==> src/rtl/xswitch_pkg.sv <==
// Shared types and default widths for the xswitch ingress path.
package xswitch_pkg;

    localparam int unsigned ADDR_W    = 8;
    localparam int unsigned DATA_W    = 8;
    localparam int unsigned NUM_PORTS = 4;

    typedef struct packed {
        logic [ADDR_W-1:0] addr;
        logic [DATA_W-1:0] data;
    } xsw_word_t;

    typedef enum logic {
        IDLE,
        SEND
    } ingress_state_t;

endpackage

==> src/rtl/xswitch_sync_fifo.sv <==
// Single-clock FIFO: storage, wrapping pointers, occupancy and full/empty flags.
module xswitch_sync_fifo #(
    parameter int unsigned WIDTH = 16,
    parameter int unsigned DEPTH = 8
) (
    input  logic                     clk,
    input  logic                     reset,
    input  logic                     push_i,
    input  logic                     pop_i,
    input  logic [WIDTH-1:0]         wdata_i,
    output logic [WIDTH-1:0]         rdata_o,
    output logic                     full_o,
    output logic                     empty_o,
    output logic [$clog2(DEPTH):0]   level_o
);

    localparam int unsigned PtrW = $clog2(DEPTH);
    localparam int unsigned LvlW = PtrW + 1;

    logic [WIDTH-1:0] mem_q [DEPTH];
    logic [PtrW-1:0]  wptr_q, rptr_q;
    logic [LvlW-1:0]  level_q, level_d;

    always_comb begin
        level_d = level_q;
        unique case ({push_i, pop_i})
            2'b10:   level_d = level_q + LvlW'(1);
            2'b01:   level_d = level_q - LvlW'(1);
            default: level_d = level_q;
        endcase
    end

    always_ff @(posedge clk) begin
        if (push_i) begin
            mem_q[wptr_q] <= wdata_i;
        end
    end

    // Pointers are exactly log2(DEPTH) bits so they wrap with no extra logic.
    always_ff @(posedge clk) begin
        if (reset) begin
            wptr_q  <= '0;
            rptr_q  <= '0;
            level_q <= '0;
        end else begin
            if (push_i) begin
                wptr_q <= wptr_q + PtrW'(1);
            end
            if (pop_i) begin
                rptr_q <= rptr_q + PtrW'(1);
            end
            level_q <= level_d;
        end
    end

    assign rdata_o = mem_q[rptr_q];
    assign full_o  = (level_q == LvlW'(DEPTH));
    assign empty_o = (level_q == '0);
    assign level_o = level_q;

endmodule

==> src/rtl/xswitch_ingress_queue.sv <==
// Per-port ingress queue feeding one xswitch input with overflow/stall flags.
// Optional sent-word counter is built when XSWITCH_INGRESS_STATS_EN is defined.
module xswitch_ingress_queue #(
    parameter int unsigned ADDR_W    = xswitch_pkg::ADDR_W,
    parameter int unsigned DATA_W    = xswitch_pkg::DATA_W,
    parameter int unsigned DEPTH     = 8,
    parameter int unsigned STALL_MAX = 64
) (
    input  logic                     clk,
    input  logic                     reset,
    input  logic                     wr_en,
    input  logic [ADDR_W-1:0]        wr_addr,
    input  logic [DATA_W-1:0]        wr_data,
    output logic                     full,
    output logic                     empty,
    output logic [$clog2(DEPTH):0]   level,
    output logic [ADDR_W-1:0]        addr_in,
    output logic [DATA_W-1:0]        data_in,
    output logic                     valid_in,
    input  logic                     rcv_rdy,
    output logic                     overflow,
    output logic                     stall_err,
    input  logic                     clr_err,
    output logic [15:0]              sent_count
);

    import xswitch_pkg::*;

    localparam int unsigned WordW = ADDR_W + DATA_W;
    localparam int unsigned CntW  = $clog2(STALL_MAX + 1);
    localparam logic [CntW-1:0] StallLast = CntW'(STALL_MAX - 1);
    localparam logic [CntW-1:0] StallSat  = CntW'(STALL_MAX);

    ingress_state_t    state_q;
    logic [ADDR_W-1:0] addr_q;
    logic [DATA_W-1:0] data_q;
    logic              valid_q;
    logic              overflow_q;
    logic              stall_q;
    logic [CntW-1:0]   stall_cnt_q;

    logic              push, pop, xfer, stalling, stall_set;
    logic [WordW-1:0]  head;

    // full is the pre-edge value, so a push while full is dropped even if a pop frees space.
    assign push     = wr_en & ~full;
    assign xfer     = valid_q & rcv_rdy;
    assign stalling = (state_q == SEND) & ~rcv_rdy;
    assign stall_set = stalling & (stall_cnt_q >= StallLast);

    always_comb begin
        pop = 1'b0;
        unique case (state_q)
            IDLE:    pop = ~empty;
            SEND:    pop = xfer & ~empty;
            default: pop = 1'b0;
        endcase
    end

    xswitch_sync_fifo #(
        .WIDTH (WordW),
        .DEPTH (DEPTH)
    ) u_fifo (
        .clk     (clk),
        .reset   (reset),
        .push_i  (push),
        .pop_i   (pop),
        .wdata_i ({wr_addr, wr_data}),
        .rdata_o (head),
        .full_o  (full),
        .empty_o (empty),
        .level_o (level)
    );

    always_ff @(posedge clk) begin
        if (reset) begin
            state_q <= IDLE;
            valid_q <= 1'b0;
            addr_q  <= '0;
            data_q  <= '0;
        end else begin
            unique case (state_q)
                IDLE: begin
                    if (pop) begin
                        state_q          <= SEND;
                        valid_q          <= 1'b1;
                        {addr_q, data_q} <= head;
                    end
                end
                SEND: begin
                    if (xfer) begin
                        if (pop) begin
                            {addr_q, data_q} <= head;
                        end else begin
                            state_q <= IDLE;
                            valid_q <= 1'b0;
                        end
                    end
                end
                default: begin
                    state_q <= IDLE;
                    valid_q <= 1'b0;
                end
            endcase
        end
    end

    // A set condition on the same edge as clr_err takes priority.
    always_ff @(posedge clk) begin
        if (reset) begin
            stall_cnt_q <= '0;
            stall_q     <= 1'b0;
            overflow_q  <= 1'b0;
        end else begin
            if (stalling) begin
                if (stall_cnt_q != StallSat) begin
                    stall_cnt_q <= stall_cnt_q + CntW'(1);
                end
            end else begin
                stall_cnt_q <= '0;
            end
            stall_q    <= stall_set | (stall_q & ~clr_err);
            overflow_q <= (wr_en & full) | (overflow_q & ~clr_err);
        end
    end

`ifdef XSWITCH_INGRESS_STATS_EN
    logic [15:0] sent_q;

    always_ff @(posedge clk) begin
        if (reset) begin
            sent_q <= '0;
        end else if (xfer) begin
            sent_q <= sent_q + 16'd1;
        end
    end

    assign sent_count = sent_q;
`else
    assign sent_count = '0;
`endif

    assign addr_in   = addr_q;
    assign data_in   = data_q;
    assign valid_in  = valid_q;
    assign overflow  = overflow_q;
    assign stall_err = stall_q;

endmodule

==> config.mk <==
export PLATFORM = sky130hd
export DESIGN_NAME = xswitch_ingress_queue
export DESIGN_NICKNAME = d
export VERILOG_FILES = /design/src/rtl/xswitch_pkg.sv /design/src/rtl/xswitch_sync_fifo.sv /design/src/rtl/xswitch_ingress_queue.sv
export SDC_FILE = /design/constraint.sdc
export NUM_CORES = 1
export LEC_CHECK = 0
export ABC_AREA = 1
export CORE_ASPECT_RATIO = 0.8
export CORE_MARGIN = 4
export CORE_UTILIZATION = 50
export CTS_BUF_LIST = sky130_fd_sc_hd__clkbuf_8
export DETAILED_ROUTE_END_ITERATION = 8
export GPL_ROUTABILITY_DRIVEN = 0
export PLACE_DENSITY = 0.69
export SETUP_SLACK_MARGIN = 0.1
export SKIP_CTS_REPAIR_TIMING = 1
export SLEW_MARGIN = 20
export SYNTH_ARGS = -nofsm -noshare
export SYNTH_HDL_FRONTEND = slang
export SYNTH_SLANG_ARGS = --single-unit
==> constraint.sdc <==
create_clock -name clk -period 3.1 [get_ports clk]
set_input_delay 0.62 -clock clk [delete_from_list [all_inputs] [get_ports clk]]
set_output_delay 0.62 -clock clk [all_outputs]
set_load 0.02 [all_outputs]
==> summary.md, run 1 <==
| Metric | Value |
|---|---|
| Status | completed |
| CORE AREA | 14200 um^2 |
| Number of fill cells | 1167 |
| P&R area growth vs syn | 13.4% |
| Vias in the first global route | 4875 |
| Crit Path Category | reg -> out |
| Max-Slew Margin vs Limit | 0.503 |
| H-Tree Depth | 4 |
| Worst-skew pair later-pin latency | between 0.4 and 0.5 ns |
| Post-layout min period | 2.46 ns |
| CTS tree | built |
| Crit path setup slack, layout | 0.637 ns |
| Vias/cell | 5.11 |
| CP Capture Type | output pin |
| TritonCTS Sinks | ~170 |
| Skew final | roughly 0.011 ns |
| CP peak stage delay | roughly 0.6 ns |
| DP Wirelength | 9330 um |
| Share of layout cells above drive strength 1 | 0.0712 |
| Residual DRC | 0 |
| Fin area | 8220 um^2 |
| Die Area | 16500 um^2 |
| Crit path launch type | register |
| Mapped Avg Cell Area | 9.82 um^2 |
| Post-synth EDFFs | roughly 130 |
| Area occupied by registers | 4650 um^2 |
| First-pass GRT wire length | 24700 um |
| Die X | about 140 um |
| Post-Place Setup Slack | 0.307 ns |
| Final ANT Viol Nets | 0 |
| # diodes | 0 |
| Placed Area | 7790 um^2 |
| Pwr/cell area | 830 nW/um^2 |
| Multi-input logic area | ~1900 um^2 |
| Crit-path slowest cell | clkdlybuf4s50_1 |
| Hold Slack | 0.477 ns |
| Worst-path maximum fanout | 5 |
| Worst min-delay path class | reg -> reg |
| Ys flop type | edfxtp_1 |
| Reg-to-reg slack, setup | 0.92 ns |
| Overflow after GRT | 0 |
| Crit-path cells | nor2_2, nand3_2, inv_1, clkdlybuf4s50_1 |
| Achievable Freq | 406 MHz |
| Cts bufs inserted | 17 |
| Largest net degree at the start of global routing | 65 |
| Slew Viols, Final | 0 |
| Share of the synthesized area in the top cell type | 0.530 |
| Starting density of the core | 0.509 |
| Clk buf depth | 2 |
| RSZ-0062 raised after global routing | no |
| Peak supply drop | 449 uV |
| Post-synth ARST share | 0 |
| Count leader, synth | nand2_1 |
| Leakage | 0.00347 uW |
| Initial antenna violation count | 0 |
| Rows | 39 |
| Synth top area cells | edfxtp_1 53%, dfxtp_1 11%, nand2_1 10% |
| Commonest cells post-synth | 200 x nand2_1, 128 x edfxtp_1, 126 x inv_1 |
| Slew @ Worst Pin | 0.745 ns |
| Max-cap violations | 0 |
| Fin util | 0.577 |
| Final wirelength | 15800 um |
| Final hold vios | 0 |
| Synthesized cell area | 7250 um^2 |
| Fin crit share | 0.795 |
| IO Pins | 62 |
| WL per Instance | 16.1 um |
| Post-synthesis sequential area ratio | 0.641 |
| Total negative setup slack | 0 ns |
| Yosys reg bits | 168 |
| Iter 0 DRT Violations | 439 |
| Synth cell types | 29 |
| Drt pass-1 iters | 5 |
| Yosys warnings | 0 |
| CTS clk-pin slew, worst paths | ~0.080 ns |
| Number of port buffers | 45 |
| Worst Path Arrival | 1.84 ns |
| Gr usage total | 0.199 |
| Crit path max-delay family | buffers and inverters |
| # setup viols final | 0 |
| CP bufs+invs | 2 |
| Via count | 5036 |
| Nets | 816 |
| Die Ht | 116 um |
| Largest area contributor in the netlist | edfxtp_1 |
| Syn Inst Count | between 700 and 800 |
| Clock root cell | clkbuf_8 |
| Worst Path Required | 2.48 ns |
[where the power goes]
part / switching (uW) / leakage [uW] / internal, uW
Combinational: 1530 / 0.00177 / 795
Clock: 778 / 0.000212 / 888
Sequential: 160 / 0.00149 / 2680
Total: 2470 / 0.00347 / 4360
[logic make-up after synthesis]
logic type                 Yosys count  share of synthesized area
and+or+nand+nor                    342                      0.202
AOI/OAI and AO/OA                   42                     0.0290
xor gates and xnor gates             4                    0.00483
other                                1                   0.000517
DFF                                168                      0.641
adders and majority gates            7                     0.0121
buffers and inverters              174                      0.111
[cells in the final DEF, fill, tap and decap left out, types with 2 or more instances in the layout]
cell type          n
nor3_1             4
inv_2              2
buf_4             16
nand3_1          106
nand2_1          200
nor3b_1            2
o21ai_0           12
xnor2_1            3
nor2_1            22
a21oi_1           30
ha_1               7
edfxtp_1         128
clkbuf_8          18
bufinv_16          4
clkinvlp_4         3
dfxtp_1           39
clkinv_2           5
conb_1            16
inv_1            126
clkdlybuf4s50_1   45
[through the flow]
stage | total power (uW) | instances
after detailed placement | 5200 | 953
after CTS | 6850 | 985
final | 6830 | 985
after global placement | 5100 | 953
after floorplan | 4520 | 753
after global routing | 7220 | 985
[path summary, 6_finish.rpt]
check                                        from                 to  depth (start not counted)
worst min-delay path                   addr_in[0]         addr_in[0]                          2
worst max-delay path            u_fifo.level_o[0]              empty                          4
worst max register to register  u_fifo.level_o[0]  u_fifo.level_o[2]                         13
worst min register to register         addr_in[0]         addr_in[0]                          2
[state kept, by name, summed over array words and instances (netlist names), 3 cells and up, named ones only]
name and flops:
stall_cnt_q 7, u_fifo.wptr_q 3, u_fifo.level_o 4, u_fifo.rptr_q 3
data_in 8, u_fifo.mem_q 128, addr_in 8
[layer usage]
layer / vias up / GRT usage / part of all wire
met4: 0 / 0.0773 / 0.021
met3: 27 / 0.0536 / 0.067
met2: 184 / 0.323 / 0.48
met1: 2382 / 0.257 / 0.43
met5: - / 0 / 0
li1: 2443 / - / -
[cell type report]
class,instances,area share
inverter,129,0.0595
timing repair buffer,61,0.0694
clock buffer,18,0.0301
multi-input combinational,411,0.226
clock inverter,14,0.0219
tap,184,0.0280
sequential,168,0.565
[worst reg2reg max path, cell delays in order (launching register included)]
cell and delay [ns]:
dfxtp_1 0.38, nor2_2 0.16, nand3_2 0.13, nand2_4 0.29, inv_6 0.05, ha_1 0.22
nand2_1 0.08, inv_1 0.05, nor2_1 0.13, ha_1 0.18, a21oi_1 0.05, xnor2_1 0.14
o21ai_0 0.17, inv_1 0.05
Note: power is estimated with default switching activity, not from simulation.
==> run 2: changes to the inputs <==
Clock period 3.1 ns to 2.4 ns, I/O delays scaled along.
==> run 2 against run 1 <==
Routed wire length is 2.8% lower. Worst setup slack lost 0.29 ns. Sequential share of layout area shrank 0.42 points. Global-route usage down 0.52 points. Total power increased by 29%. First-iteration DRC count is 7.5% lower. Non-clock buffer count is 3 higher. Register-to-register slack got worse by 0.57 ns.
==> summary.md, run 2 (synthesis gave the netlist of run 1 again) <==
| Metric | Value |
|---|---|
| Status | completed |
| CTS tree | built |
| Cts bufs inserted | 17 |
| Via count | between 4000 and 5000 |
| Reg-to-reg slack, setup | 0.35 ns |
| WL per Instance | 15.6 um |
| Sw Ratio | 0.361 |
| Worst Path Arrival | 2.40 ns |
| CP Launch Point | u_fifo.level_o[0] |
| # diodes | 0 |
| Share of layout cells above drive strength 1 | 0.0734 |
| Final Power | 8800 uW |
| Starting density of the core | 0.509 |
| Worst setup path end | u_fifo.level_o[2] |
| Comb pwr share | 0.349 |
| P_sw | 3170 uW |
| Wl on met1 | 6720 um |
| CTS clk-pin slew, worst paths | 0.08 ns |
| Pwr/cell area | around 1100 nW/um^2 |
| R2R depth | 12 |
| Vias/cell | just over 5 |
| Max-Slew Margin vs Limit | 0.531 |
| Commonest non-fill, non-tap cell in the layout | nand2_1 |
| First-pass GRT wire length | 24200 um |
| Clk buf depth | 2 |
| Most frequent cells in the layout | 200 x nand2_1, 128 x inv_1, 128 x edfxtp_1, 106 x nand3_1, 43 x clkdlybuf4s50_1 |
| Final ANT Viol Nets | 0 |
| Max-cap violations | 0 |
| Clock root cell | clkbuf_8 |
| Slew @ Worst Pin | between 0.7 and 0.8 ns |
| Worst-skew pair later-pin latency | 0.46 ns |
| Die Area | 16500 um^2 |
| Post-layout min period | 2.05 ns |
| P&R area growth vs syn | 14.2% |
| CORE AREA | 14200 um^2 |
| Wire length on met2 | about 7400 um |
| Number of port buffers | 45 |
| Final wirelength | approximately 15000 um |
| Residual DRC | 0 |
| Rows | 39 |
| Initial antenna violation count | 0 |
| Slew Viols, Final | 0 |
| H-Tree Depth | 4 |
| Fin crit share | 0.856 |
| Power share of the sequential group | 0.415 |
| Highest routed layer | met4 |
| Die X | 143 um |
| Largest net degree at the start of global routing | 65 |
| Final hold vios | 0 |
| Iter 0 DRT Violations | 406 |
| Nets | 819 |
| Worst-path maximum fanout | 8 |
| Worst min-delay path class | reg -> reg |
| IO Pins | 62 |
| Routed wl met3 | 894 um |
| Skew final | 0.00869 ns |
| Overflow after GRT | 0 |
| Worst Path Required | 2.75 ns |
| Clk network pwr share | 0.236 |
| CP Capture Type | register |
| Gr usage total | 0.193 |
| Max FFs per register | 128 |
| Reg-to-Reg Start | u_fifo.level_o[0] |
| Fin util | 0.581 |
| Crit path launch type | register |
| Register name with the most flops | u_fifo.mem_q |
| Crit Path Category | reg -> reg |
| # setup viols final | 0 |
| Achievable Freq | ~500 MHz |
| Pint | between 5000 and 6000 uW |
| Vias in the first global route | 4770 |
| Peak supply drop | 726 uV |
| Reg2reg end | u_fifo.level_o[2] |
| DP Wirelength | 9580 um |
| Leakage | between 0.003 and 0.004 uW |
| Die Ht | 116 um |
| Drt pass-1 iters | 6 |
| Total negative setup slack | 0 ns |
| TritonCTS Sinks | 168 |
| RSZ-0062 raised after global routing | no |
==> run 2: cell types whose count changed in the layout (fill, tap and decap cells not counted), sizes merged, moves of 2 or more <==
cell,delta
buf,+3
clkdlybuf4s50,-2
inv,+6
clkinv,-5
dlymetal6s2s,+2
==> run 2: power by group through the flow <==
| stage | clock network [uW] | logic [uW] | registers [uW] |
|---|---|---|---|
| 2_1_floorplan | 0 | 1980 | 3860 |
| 3_3_place_gp | 0 | 2960 | 3700 |
| 3_5_place_dp | 0 | 3050 | 3720 |
| 4_1_cts | 2120 | 3060 | 3650 |
| 5_1_grt | 2240 | 3390 | 3690 |
| 6_report | 2080 | 3070 | 3650 |
==> run 2: area by class of cell <==
type                       instances  area, um^2
clock buffer                      19         262
clock inverter                    13         150
tap                              184         230
fill                            1185        5970
multi-input combinational        411        1860
timing repair buffer              64         648
sequential                       168        4650
inverter                         129         489
==> run 2: metal layers <==
metal,GRT usage,vias to the layer above
li1,-,2441
met2,0.317,181
met4,0.0893,0
met5,0,-
met1,0.255,2321
met3,0.0330,28
==> run 2: how the worst min path moves through the flow <==
stage | start | to | slack [ns] | cells after the start
after global routing | data_in[0] | data_in[0] | 0.49 | 2
after floorplan | u_fifo.wptr_q[0] | u_fifo.wptr_q[0] | 0.46 | 2
after global placement | overflow | overflow | 0.45 | 2
final | overflow | overflow | 0.47 | 2
after CTS | addr_in[6] | addr_in[6] | 0.47 | 2
after detailed placement | addr_in[6] | addr_in[6] | 0.46 | 2
==> run 2: worst max-delay path, stage by stage, from the launching register on <==
cell and delay [ns]:
dfxtp_1 0.38, nor2_2 0.16, nand3_1 0.14, nand2_2 0.18, ha_1 0.23, nand2_1 0.07, inv_1 0.08, nor2_1 0.06
ha_1 0.17, a21oi_1 0.19, xnor2_1 0.10, o21ai_0 0.16, inv_1 0.05
==> run 2: per-stage QoR <==
| stage | cell area [um^2] | setup slack [ns] | cells | hold slack, ns |
|---|---|---|---|---|
| after global routing | 8280 | 0.138 | 988 | 0.493 |
| after global placement | 7870 | 0.0705 | 956 | 0.455 |
| after floorplan | 7310 | 0.324 | 753 | 0.458 |
| after CTS | 8280 | 0.0510 | 988 | 0.469 |
| final | 8280 | 0.346 | 988 | 0.466 |
| after detailed placement | 7870 | -0.0200 | 956 | 0.456 |
==> run 3: changes to the inputs <==
Settings changed: ABC_AREA 1 to 0, CORE_UTILIZATION 50 to 34, PLACE_DENSITY 0.69 to 0.51.
==> run 3 against run 2 <==
First-iteration DRC count fell by 64%. Register-to-register slack got worse by 0.17 ns. Non-clock buffer count rose by 10. Largest power group unchanged.
==> summary.md, run 3 <==
| Metric | Value |
|---|---|
| Commonest non-fill, non-tap cell in the layout | edfxtp_1 |
| TritonCTS Sinks | 168 |
| Status | completed |
| Synth cell types | 42 |
| Cts bufs inserted | 17 |
| Syn Inst Count | roughly 370 |
| Crit Path Category | reg -> reg |
| Die X | between 150 and 200 um |
| IO Pins | 62 |
| Pwr/cell area | 967 nW/um^2 |
| Drt pass-1 iters | 4 |
| Worst Path Required | 2.78 ns |
| Final ANT Viol Nets | 0 |
| CORE AREA | 19200 um^2 |
| Fin crit share | 0.925 |
| P&R area growth vs syn | 19.9% |
| Commonest cells post-synth | 128 x edfxtp_1, 40 x dfxtp_1, 26 x mux4_1, 26 x nor2_1 |
| CP peak stage delay | 0.57 ns |
| Nets | 471 |
| Worst Path Arrival | 2.60 ns |
| Crit path max-delay family | simple AND/OR/NAND/NOR gates |
| Synth top area cells | edfxtp_1 57%, dfxtp_1 12%, mux4_1 10% |
| Final Power | 7780 uW |
| Die Ht | 134 um |
| First-pass GRT wire length | between 15000 and 20000 um |
| Gr usage total | 0.117 |
| Peak supply drop | around 340 uV |
| CP Capture Type | register |
| Largest net degree at the start of global routing | 33 |
| Iter 0 DRT Violations | 146 |
| H-Tree Depth | 4 |
| Number of port buffers | 45 |
| WL per Instance | 17.5 um |
| Vias/cell | 4.70 |
| Residual DRC | 0 |
| # diodes | 0 |
| Starting density of the core | 0.349 |
| CTS clk-pin slew, worst paths | 0.09 ns |
| Mapped Avg Cell Area | about 18 um^2 |
| RSZ-0062 raised after global routing | no |
| Worst-path maximum fanout | 5 |
| Crit path launch type | register |
| Initial antenna violation count | 0 |
| Final hold vios | 0 |
| Vias in the first global route | 3403 |
| Rows | between 40 and 50 |
| Via count | 3359 |
| Max-Slew Margin vs Limit | 0.646 |
| Crit-path slowest cell | or4b_4 |
| Slew @ Worst Pin | 0.530 ns |
| Skew final | ~0.013 ns |
| Achievable Freq | 450 MHz |
| Yosys reg bits | 168 |
| Post-synth EDFFs | 128 |
| Leakage | 0.00277 uW |
| Register name with the most flops | u_fifo.mem_q |
| Share of the synthesized area in the top cell type | 0.573 |
| Post-layout min period | ~2.2 ns |
| Final wirelength | 12500 um |
| Worst-skew pair later-pin latency | approximately 0.44 ns |
| Clk buf depth | 2 |
| Placed cell count | 678 |
| Clock root cell | clkbuf_8 |
| Share of layout cells above drive strength 1 | 0.217 |
| Count leader, synth | edfxtp_1 |
| # setup viols final | 0 |
| Non-filler instance count after layout | 714 |
| Number of fill cells | 1711 |
| CP bufs+invs | 0 |
| Yosys warnings | 0 |
| Post-synthesis sequential area ratio | 0.693 |
| Crit-path cells | or4b_4, nand2_4, ha_4, xor2_1, ha_2, a21oi_2, xor2_1, or3_1, a21oi_1 |
| Max-cap violations | 0 |
| Post-synth ARST share | 0 |
| Most frequent cells in the layout | 128 x edfxtp_1, 43 x clkdlybuf4s50_1, 35 x dfxtp_1, 26 x nor2_1, 26 x mux4_1 |
| Slew Viols, Final | 0 |
| Synthesized cell area | roughly 6700 um^2 |
| Overflow after GRT | 0 |
| Ys flop type | edfxtp_1 |
| Most used cell, CP | xor2_1 |
| Die Area | 22100 um^2 |
| DP Wirelength | ~7600 um |
| Largest area contributor in the netlist | edfxtp_1 |
| Worst min-delay path class | reg -> reg |
| Reg-to-reg slack, setup | 0.18 ns |
| CTS tree | built |
| Max FFs per register | 128 |
## run 3: changes by cell type in the layout (fill, tap and decap cells not counted), sizes merged, moves of 16 or more
| cell | previous run | this run |
|---|---|---|
| mux4 | 0 | 32 |
| inv | 135 | 10 |
| a22o | 0 | 16 |
| nand2 | 202 | 6 |
| nand3 | 107 | 8 |
| mux2 | 0 | 17 |
| a21oi | 30 | 7 |
## run 3: power breakdown
group | internal [uW] | leakage [uW] | switching (uW) | total, uW
Sequential | 3430 | 0.00149 | 154 | 3590
Clock | 1020 | 0.000212 | 989 | 2010
Combinational | 1150 | 0.00106 | 1030 | 2180
Total | 5600 | 0.00277 | 2180 | 7780
## run 3: worst paths after layout
kind | from | to | cells after the start
setup / recovery | u_fifo.level_o[2] | u_fifo.level_o[2] | 9
hold / removal | stall_err | stall_err | 2
setup reg to reg | u_fifo.level_o[2] | u_fifo.level_o[2] | 9
hold reg to reg | stall_err | stall_err | 2
## run 3: per-layer routing
layer  GRT usage  vias to the layer above  routed length (um)
li1            -                     1574                   -
met1       0.157                     1714                5840
met2       0.182                       62                6040
met3      0.0390                        9                 505
met4      0.0346                        0                 104
met5           0                        -                   0
## run 3: logic make-up after synthesis
| kind of cell | after synthesis | synth area share |
|---|---|---|
| AO/OA/AOI/OAI | 31 | 0.0347 |
| XOR/XNOR | 12 | 0.0157 |
| adder cells (fa/ha/maj) | 7 | 0.0131 |
| buffers and inverters | 34 | 0.0394 |
| flip-flops | 168 | 0.693 |
| multiplexers | 52 | 0.155 |
| other | 1 | 0.000559 |
| AND/OR/NAND/NOR | 61 | 0.0491 |
## run 3: cell type report
class                   count  area [um^2]  area share
clock inverters            15          161      0.0201
inverters                   3         11.3     0.00140
repair buffers             74          748      0.0931
clock buffers              17          234      0.0291
multi-input cells         179         1910       0.237
well taps                 258          323      0.0401
flip-flops and latches    168         4660       0.579
## run 3: stage by stage
step / TNS (ns) / cell area, um^2 / utilization / hold slack, ns / worst slack (ns)
4_1_cts: -0.306 / 8000 / 0.417 / 0.477 / -0.218
6_report: 0 / 8040 / 0.419 / 0.468 / 0.180
2_1_floorplan: 0 / 6820 / - / 0.462 / 0.104
3_3_place_gp: -0.341 / 7600 / 0.396 / 0.450 / -0.175
5_1_grt: 0 / 8040 / 0.419 / 0.493 / 0.0772
3_5_place_dp: -0.399 / 7600 / 0.396 / 0.449 / -0.202
## run 3: worst min-delay path: cells and delay by family (launching register included)
family	cells	cell delay [ns]
AO/OA/AOI/OAI	1	0.06
AND/OR/NAND/NOR	1	0.05
flip-flops	1	0.34
